[config.mk]
export PLATFORM = sky130hd
export DESIGN_NAME = ex_stage
export DESIGN_NICKNAME = d
export VERILOG_FILES = /design/src/rtl/ex_stage.sv
export SDC_FILE = /design/constraint.sdc
export NUM_CORES = 1
export LEC_CHECK = 0
export CORE_AREA = 2 2 172 174
export DETAILED_ROUTE_END_ITERATION = 10
export DIE_AREA = 0 0 174 176
export PLACE_DENSITY = 0.73
export REMOVE_ABC_BUFFERS = 1
export SYNTH_ARGS = -nofsm -noshare
export SYNTH_HDL_FRONTEND = slang
export SYNTH_SLANG_ARGS = --single-unit
[constraint.sdc]
create_clock -name clk -period 2.5 [get_ports clk]
set_input_delay 0.25 -clock clk [delete_from_list [all_inputs] [get_ports clk]]
set_output_delay 0.25 -clock clk [all_outputs]
set_load 0.01 [all_outputs]
[src/rtl/ex_stage.sv]
// Execute stage of the 5-stage MIPS pipeline: single-cycle logic and HI/LO moves,
// an iterative radix-2 restoring divider, HI/LO registers and the ex/mem output register.
module ex_stage #(
  parameter int DIV_CYCLES = 32
) (
  input  logic        clk,
  input  logic        rst,
  input  logic [7:0]  aluop_i,
  input  logic [2:0]  alusel_i,
  input  logic [31:0] reg1_i,
  input  logic [31:0] reg2_i,
  input  logic [4:0]  wd_i,
  input  logic        wreg_i,
  input  logic        flush_i,
  output logic [4:0]  wd_o,
  output logic        wreg_o,
  output logic [31:0] wdata_o,
  output logic        stallreq_o
);

  localparam logic [7:0] EXE_NOP_OP  = 8'h00;
  localparam logic [7:0] EXE_AND_OP  = 8'h24;
  localparam logic [7:0] EXE_OR_OP   = 8'h25;
  localparam logic [7:0] EXE_XOR_OP  = 8'h26;
  localparam logic [7:0] EXE_NOR_OP  = 8'h27;
  localparam logic [7:0] EXE_MFHI_OP = 8'h10;
  localparam logic [7:0] EXE_MTHI_OP = 8'h11;
  localparam logic [7:0] EXE_MFLO_OP = 8'h12;
  localparam logic [7:0] EXE_MTLO_OP = 8'h13;
  localparam logic [7:0] EXE_DIV_OP  = 8'h1A;
  localparam logic [7:0] EXE_DIVU_OP = 8'h1B;

  localparam logic [2:0] EXE_RES_NOP   = 3'b000;
  localparam logic [2:0] EXE_RES_LOGIC = 3'b001;
  localparam logic [2:0] EXE_RES_MOVE  = 3'b011;

  localparam int CNT_W = $clog2(DIV_CYCLES);

  typedef enum logic [1:0] {
    S_IDLE,
    S_RUN,
    S_DONE
  } div_state_e;

  div_state_e       state_q, state_d;
  logic [CNT_W-1:0] cnt_q, cnt_d;
  logic [63:0]      rem_q, rem_d;
  logic [31:0]      divisor_q, divisor_d;
  logic             neg_quot_q, neg_quot_d;
  logic             neg_rem_q, neg_rem_d;
  logic             dbz_q, dbz_d;
  logic [31:0]      hi_q, hi_d;
  logic [31:0]      lo_q, lo_d;
  logic [4:0]       wd_q, wd_d;
  logic             wreg_q, wreg_d;
  logic [31:0]      wdata_q, wdata_d;

  logic        is_div, is_signed, is_mt;
  logic [31:0] op1_abs, op2_abs;
  logic [32:0] partial, diff;
  logic        ge;
  logic [63:0] rem_step;
  logic [31:0] quot_fix, rem_fix;
  logic [31:0] res;
  logic        res_valid;

  assign is_div    = (aluop_i == EXE_DIV_OP) || (aluop_i == EXE_DIVU_OP);
  assign is_signed = (aluop_i == EXE_DIV_OP);
  assign is_mt     = (aluop_i == EXE_MTHI_OP) || (aluop_i == EXE_MTLO_OP);

  assign op1_abs = (is_signed && reg1_i[31]) ? (32'd0 - reg1_i) : reg1_i;
  assign op2_abs = (is_signed && reg2_i[31]) ? (32'd0 - reg2_i) : reg2_i;

  // The shifted remainder can reach 33 bits, so the compare keeps the carry-out bit.
  assign partial  = rem_q[63:31];
  assign diff     = partial - {1'b0, divisor_q};
  assign ge       = (partial >= {1'b0, divisor_q});
  assign rem_step = ge ? {diff[31:0], rem_q[30:0], 1'b1} : {rem_q[62:0], 1'b0};

  assign quot_fix = (neg_quot_q && !dbz_q) ? (32'd0 - rem_q[31:0])  : rem_q[31:0];
  assign rem_fix  = (neg_rem_q  && !dbz_q) ? (32'd0 - rem_q[63:32]) : rem_q[63:32];

  assign stallreq_o = !rst &&
                      (((state_q == S_IDLE) && is_div && !flush_i) || (state_q == S_RUN));

  // NOTE: every variable is given a default first so no path through the
  // block leaves it unassigned; otherwise synthesis infers a latch.
  always_comb begin
    state_d    = state_q;
    cnt_d      = cnt_q;
    rem_d      = rem_q;
    divisor_d  = divisor_q;
    neg_quot_d = neg_quot_q;
    neg_rem_d  = neg_rem_q;
    dbz_d      = dbz_q;
    hi_d       = hi_q;
    lo_d       = lo_q;

    unique case (state_q)
      S_IDLE: begin
        if (is_div) begin
          neg_quot_d = is_signed && (reg1_i[31] ^ reg2_i[31]);
          neg_rem_d  = is_signed && reg1_i[31];
          if (reg2_i == 32'd0) begin
            // Divide by zero: quotient all-ones, remainder is the raw dividend.
            dbz_d   = 1'b1;
            rem_d   = {reg1_i, 32'hFFFF_FFFF};
            state_d = S_DONE;
          end else begin
            dbz_d     = 1'b0;
            rem_d     = {32'd0, op1_abs};
            divisor_d = op2_abs;
            cnt_d     = '0;
            state_d   = S_RUN;
          end
        end else begin
          if (aluop_i == EXE_MTHI_OP) hi_d = reg1_i;
          if (aluop_i == EXE_MTLO_OP) lo_d = reg1_i;
        end
      end
      S_RUN: begin
        rem_d = rem_step;
        cnt_d = cnt_q + CNT_W'(1);
        if (cnt_q == CNT_W'(DIV_CYCLES - 1)) begin
          cnt_d   = '0;
          state_d = S_DONE;
        end
      end
      S_DONE: begin
        lo_d    = quot_fix;
        hi_d    = rem_fix;
        state_d = S_IDLE;
      end
      default: state_d = S_IDLE;
    endcase

    if (flush_i) begin
      state_d = S_IDLE;
      cnt_d   = '0;
      hi_d    = hi_q;
      lo_d    = lo_q;
    end
  end

  always_comb begin
    res       = 32'd0;
    res_valid = 1'b0;
    unique case (alusel_i)
      EXE_RES_LOGIC: begin
        res_valid = 1'b1;
        case (aluop_i)
          EXE_AND_OP: res = reg1_i & reg2_i;
          EXE_OR_OP:  res = reg1_i | reg2_i;
          EXE_XOR_OP: res = reg1_i ^ reg2_i;
          EXE_NOR_OP: res = ~(reg1_i | reg2_i);
          default:    res_valid = 1'b0;
        endcase
      end
      EXE_RES_MOVE: begin
        res_valid = 1'b1;
        case (aluop_i)
          EXE_MFHI_OP: res = hi_q;
          EXE_MFLO_OP: res = lo_q;
          EXE_MTHI_OP, EXE_MTLO_OP: res = 32'd0;
          default:     res_valid = 1'b0;
        endcase
      end
      EXE_RES_NOP: res_valid = 1'b0;
      default:     res_valid = 1'b0;
    endcase

    wd_d    = wd_i;
    wreg_d  = wreg_i && res_valid && !is_mt;
    wdata_d = res_valid ? res : 32'd0;

    if (flush_i || stallreq_o || is_div || (aluop_i == EXE_NOP_OP)) begin
      wd_d    = 5'd0;
      wreg_d  = 1'b0;
      wdata_d = 32'd0;
    end
  end

  // NOTE: state uses non-blocking assignments so every flop samples the
  // values from before the edge, independent of statement order.
  always_ff @(posedge clk) begin
    if (rst) begin
      state_q    <= S_IDLE;
      cnt_q      <= '0;
      rem_q      <= 64'd0;
      divisor_q  <= 32'd0;
      neg_quot_q <= 1'b0;
      neg_rem_q  <= 1'b0;
      dbz_q      <= 1'b0;
      hi_q       <= 32'd0;
      lo_q       <= 32'd0;
      wd_q       <= 5'd0;
      wreg_q     <= 1'b0;
      wdata_q    <= 32'd0;
    end else begin
      state_q    <= state_d;
      cnt_q      <= cnt_d;
      rem_q      <= rem_d;
      divisor_q  <= divisor_d;
      neg_quot_q <= neg_quot_d;
      neg_rem_q  <= neg_rem_d;
      dbz_q      <= dbz_d;
      hi_q       <= hi_d;
      lo_q       <= lo_d;
      wd_q       <= wd_d;
      wreg_q     <= wreg_d;
      wdata_q    <= wdata_d;
    end
  end

  assign wd_o    = wd_q;
  assign wreg_o  = wreg_q;
  assign wdata_o = wdata_q;

endmodule
After elaboration in Yosys (flattened, before gate mapping)

Cells that the tools add are included.

Bitwise gates (word level): 8
$lt $le $gt $ge: 1
Equal/unequal tests: 21
Multiplexer cells: 29
Reduce and logical (&&, ||, !) cells: 37
Add/sub/neg operators: 6

Operators with widths:

| cell                  | number |
|---|---|
| $mux 32               | 8 |
| $pmux 32 s2           | 4 |
| $mux 64               | 3 |
| $pmux 32 s4           | 1 |
| $pmux 64 s2           | 1 |
| $sub 1x32->32 const A | 4 |
| $eq 8x5->1 const B    | 6 |
| $ge 33x32->1          | 1 |
| $and 32x32->32        | 1 |
| $eq 8x6->1 const B    | 4 |
| $logic_not 32->1      | 1 |
| $not 32->32           | 1 |
| $or 32x32->32         | 1 |
| $sub 32x32->32        | 1 |
| $xor 32x32->32        | 1 |
| $mux 5                | 3 |
| $logic_and 1x1->1     | 10 |
| $pmux 5 s2            | 1 |
| $logic_not 8->1       | 1 |
| $reduce_and 4->1      | 2 |
| $reduce_or 4->1       | 2 |
| $logic_or 1x1->1      | 6 |
| $mux 2                | 3 |
| $ne 2x1->1 const B    | 3 |
| 19 further kinds      | 33 |

Bits in registers: 208
Output and inout port bits: 39

Depth between registers and ports, before layout

Word-level depth: 10
Depth in mapped cells: 13
Depth with buffers taken out: 12

Worst setup path before layout

OpenSTA, ideal clock, no wires.

Path kind: reg-to-reg
Start point: register rem_q[45]
End point: register hi_q[28]
Arrival time: 2567 ps
Clock period less this slack: 2636 ps
Setup slack: -136 ps
Required time: 2430 ps
Setup time: 70 ps
Stages on the path, launching flop included: 9
Cell sequence: dfxtp_1 > or4_4 > or4_4 > nand2b_4 > or3_4 > o41ai_2 > xor2_1 > a211o_1 > a21oi_1

Word-level cells in the longest chain between the ends: 3

Ends and longest elaborated chain:

| item                   | line | source |
|---|---|---|
| start, declared        | 47   | `logic [63:0] rem_q, rem_d;` |
| start signal, assigned | 202  | `rem_q <= rem_d;` |
| $sub 1x32->32          | 81   | `assign rem_fix = (neg_rem_q && !dbz_q) ? (32'd0 - rem_q[63:32]) : rem_q[63:32];` |
| $mux 32                | 81   |  |
| $pmux 32 s2            | 99   | `unique case (state_q)` |
| end signal, assigned   | 207  | `hi_q <= hi_d;` |
| end, declared          | 52   | `logic [31:0] hi_q, hi_d;` |

Every way passes these cells.
A chain may end at the register's enable or synchronous reset.

Final worst setup path

Start point: register rem_q[45]
End point: register hi_q[26]

The elaborated chain is that of the path after synthesis.

==> impl_results.md <==
* Status: complete, but fails checks
* Failing checks: negative setup slack
* Die X at between 150 and 200 um
* RSZ-0062 raised after global routing: true
* Vias in the first global route at roughly 16000
* Pleak at slightly below 9 nW
* Share of layout cells above drive strength 1 at between 20% and 30%
* Rel. slew slack at a little under a quarter
* RePlAce Congestion at around 0.99
* First-pass DRT Iterations at 6
* Crit path max fanout at 3
* Slew @ Worst Pin at between 1000 and 1500 ps
* Clock transition at path regs at around 60 ps
* PD cells at between 400 and 500 nW/um^2
* First-pass GRT wire length at just under 90 mm
* Commonest cells after routing, fill and taps aside: 349 x buf_4, 248 x nor2_1, 198 x a21oi_1, 195 x dfxtp_1, 178 x nand2_1
* Most frequent CP cell: or4_4
* Critical path class: reg -> reg
* Sequential area share after synthesis at 27.2%
* Drt initial violations at 1961
* FF+latch count, synth at approximately 210
* Power consumption at roughly 0.0088 W
* Setup WS post-layout at -217 ps
* Final setup fails at 20
* ANT cells at 0
* Worst path cell trace: or4_4 -> or4_4 -> nand2b_4 -> or3_4 -> buf_6 -> o21ai_4 -> xor2_2 -> a211o_1 -> a21oi_1
* Final Critical Period at 2720 ps
* Nets@finish at 2662
* Syn avg cell area at around 7.3 sq um
* CTS Sinks at 208
* WP data required at 2900 ps
* Setup TNS at -1330 ps
* EDFF count, synth at 0
* Critical Path Source Type: flip-flop
* Max Cap Viol at 0
* CORE AREA at between 20000 and 30000 sq um
* Final wirelength at 59.9 mm
* Max stage delay on crit path at ~540 ps
* Final Skew at ~10 ps
* CP endpoint kind: flip-flop
* # DRC at 0
* Top Ports at about 120
* Yosys cell types at 74
* GRT Util Overall at 36.9%
* Placed cell count at 2802
* H-tree depth at 1
* Most common cell after layout, fill and taps aside: buf_4
* # hold bufs at CTS at 0
* Largest net degree at the start of global routing at 100
* F_max at 368 MHz
* Crit path DAT at about 3100 ps
* DP Wirelength at around 44 mm
* Final non-filler cell total at 2877
* Initial core utilization at 53.6%
* Final hold violation count at 0
* CTS tree: yes
* Vias at 17400
* Number of port buffers at 122
* Antenna Violating Nets Remaining at 0
* Root buffer cell: clkbuf_16
* Synthesized area at approximately 15000 sq um
* Syn. warnings at 0
* Initial antenna violation count at 1
* Final period util at 109%
* Hold_ws at 44.8 ps
* DIE AREA at between 30000 and 40000 sq um
* Post-DR vias/cell at between 6 and 7
* Area delta synth->final at 39.8%
* Rows at a little over 60
* Final Max Tran Viols at 0
* Final core utilization at 75.0%
* Clk Latency, worst-skew pair at around 540 ps
* Clock Path Buffers at 3
* Num CTS Buffers at 25
* Total grt overflow at 0
* Worst hold path class: in -> reg
* WL/cell at around 21 um
* Critical-path top delay cell: or4_4
* Post-synthesis async set-or-reset flop share at 0%
* Die Height at ~180 um
* Worst VDD drop at around 0.58 mV
* Syn Inst Count at approximately 2100
* Main flop type after synthesis: dfxtp_1
-- synth_stat cells (all sizes together), types with 25 or more instances --
cell	count	share of area, %
xor2	25	1.4
a211oi	78	3.8
a21oi	213	7.0
a22oi	45	2.2
xnor2	113	6.5
ha	102	8.3
nand2	182	4.5
nor2	255	6.3
o221ai	32	1.8
dfxtp	208	27
o21ai	163	5.4
a31oi	33	1.3
clkbuf	127	3.5
inv	165	4.0
nor3	29	0.98
-- worst paths after layout --
kind | to | slack (ps) | start | cells past startpoint
min | divisor_q[28]$_SDFFE_PP0P_ | 40 | rst | 2
max | hi_q[26]$_SDFFE_PP0P_ | -220 | rem_q[45]$_SDFFE_PP0P_ | 9
min reg2reg | hi_q[27]$_SDFFE_PP0P_ | 460 | hi_q[27]$_SDFFE_PP0P_ | 2
max reg2reg | hi_q[26]$_SDFFE_PP0P_ | -220 | rem_q[45]$_SDFFE_PP0P_ | 9
-- critical path: cells and delay by family (launching register included) --
kind,cells,cell delay (ps)
AND/OR/NAND/NOR,4,1490
flip-flops,1,330
AO/OA/AOI/OAI,3,360
buffers and inverters,1,130
XOR/XNOR,1,250
-- layer usage --
| metal | share of wire (%) | up-vias | track usage, % |
|---|---|---|---|
| li1 | - | 8180 | - |
| met3 | 10 | 142 | 5.77 |
| met1 | 42 | 8232 | 52.6 |
| met4 | 4.0 | 0 | 12.5 |
| met2 | 43 | 872 | 56.9 |
| met5 | 0 | - | 0 |
-- per-stage QoR --
stage          setup WS, ps  instance area, sq um
2_1_floorplan         -1690                 14700
3_3_place_gp           -923                 19300
3_5_place_dp           -863                 19300
4_1_cts                -166                 20600
5_1_grt                -259                 21400
6_report               -217                 21400
-- report_power, final --
part,total [W],switching [W],leakage (nW),internal (W)
Clock,0.00369,0.00156,0.404,0.00213
Combinational,0.00177,0.000958,6.57,0.000815
Sequential,0.00334,0.0000107,1.68,0.00333
Total,0.00880,0.00253,8.65,0.00628
-- what timing repair did --
item	CTS	global route
pin swaps	38	55
buffers inserted	14	15
endpoints found under the setup margin	45	63
resized for setup	97	133
cloned	0	2
-- sequential cells by signal, indices dropped and copies added, names as in the netlist --
signal	cells
wd_o	5
dbz_q	1
cnt_q	5
rem_q	64
wdata_o	32
lo_q	32
hi_q	32
neg_rem_q	1
wreg_o	1
neg_quot_q	1
state_q	2
divisor_q	32
-- cells by family after synthesis --
logic type	count (synthesis)	share of synthesized area [%]
AOI/OAI and AO/OA	690	28.3
xor gates and xnor gates	138	7.90
adders and majority gates	103	8.47
buffers and inverters	310	8.13
DFF	208	27.2
muxes	19	1.26
and+or+nand+nor	619	18.7
-- cell type report --
cell class                 instances  area [sq um]
fill                            2252          7150
clock inverter                    15           138
sequential                       208          4180
multi-input combinational       1569         10900
inverter                         165           632
clock buffer                      30           674
timing repair buffer             506          4420
tap                              384           480
Note: power is estimated with default switching activity, not from simulation.
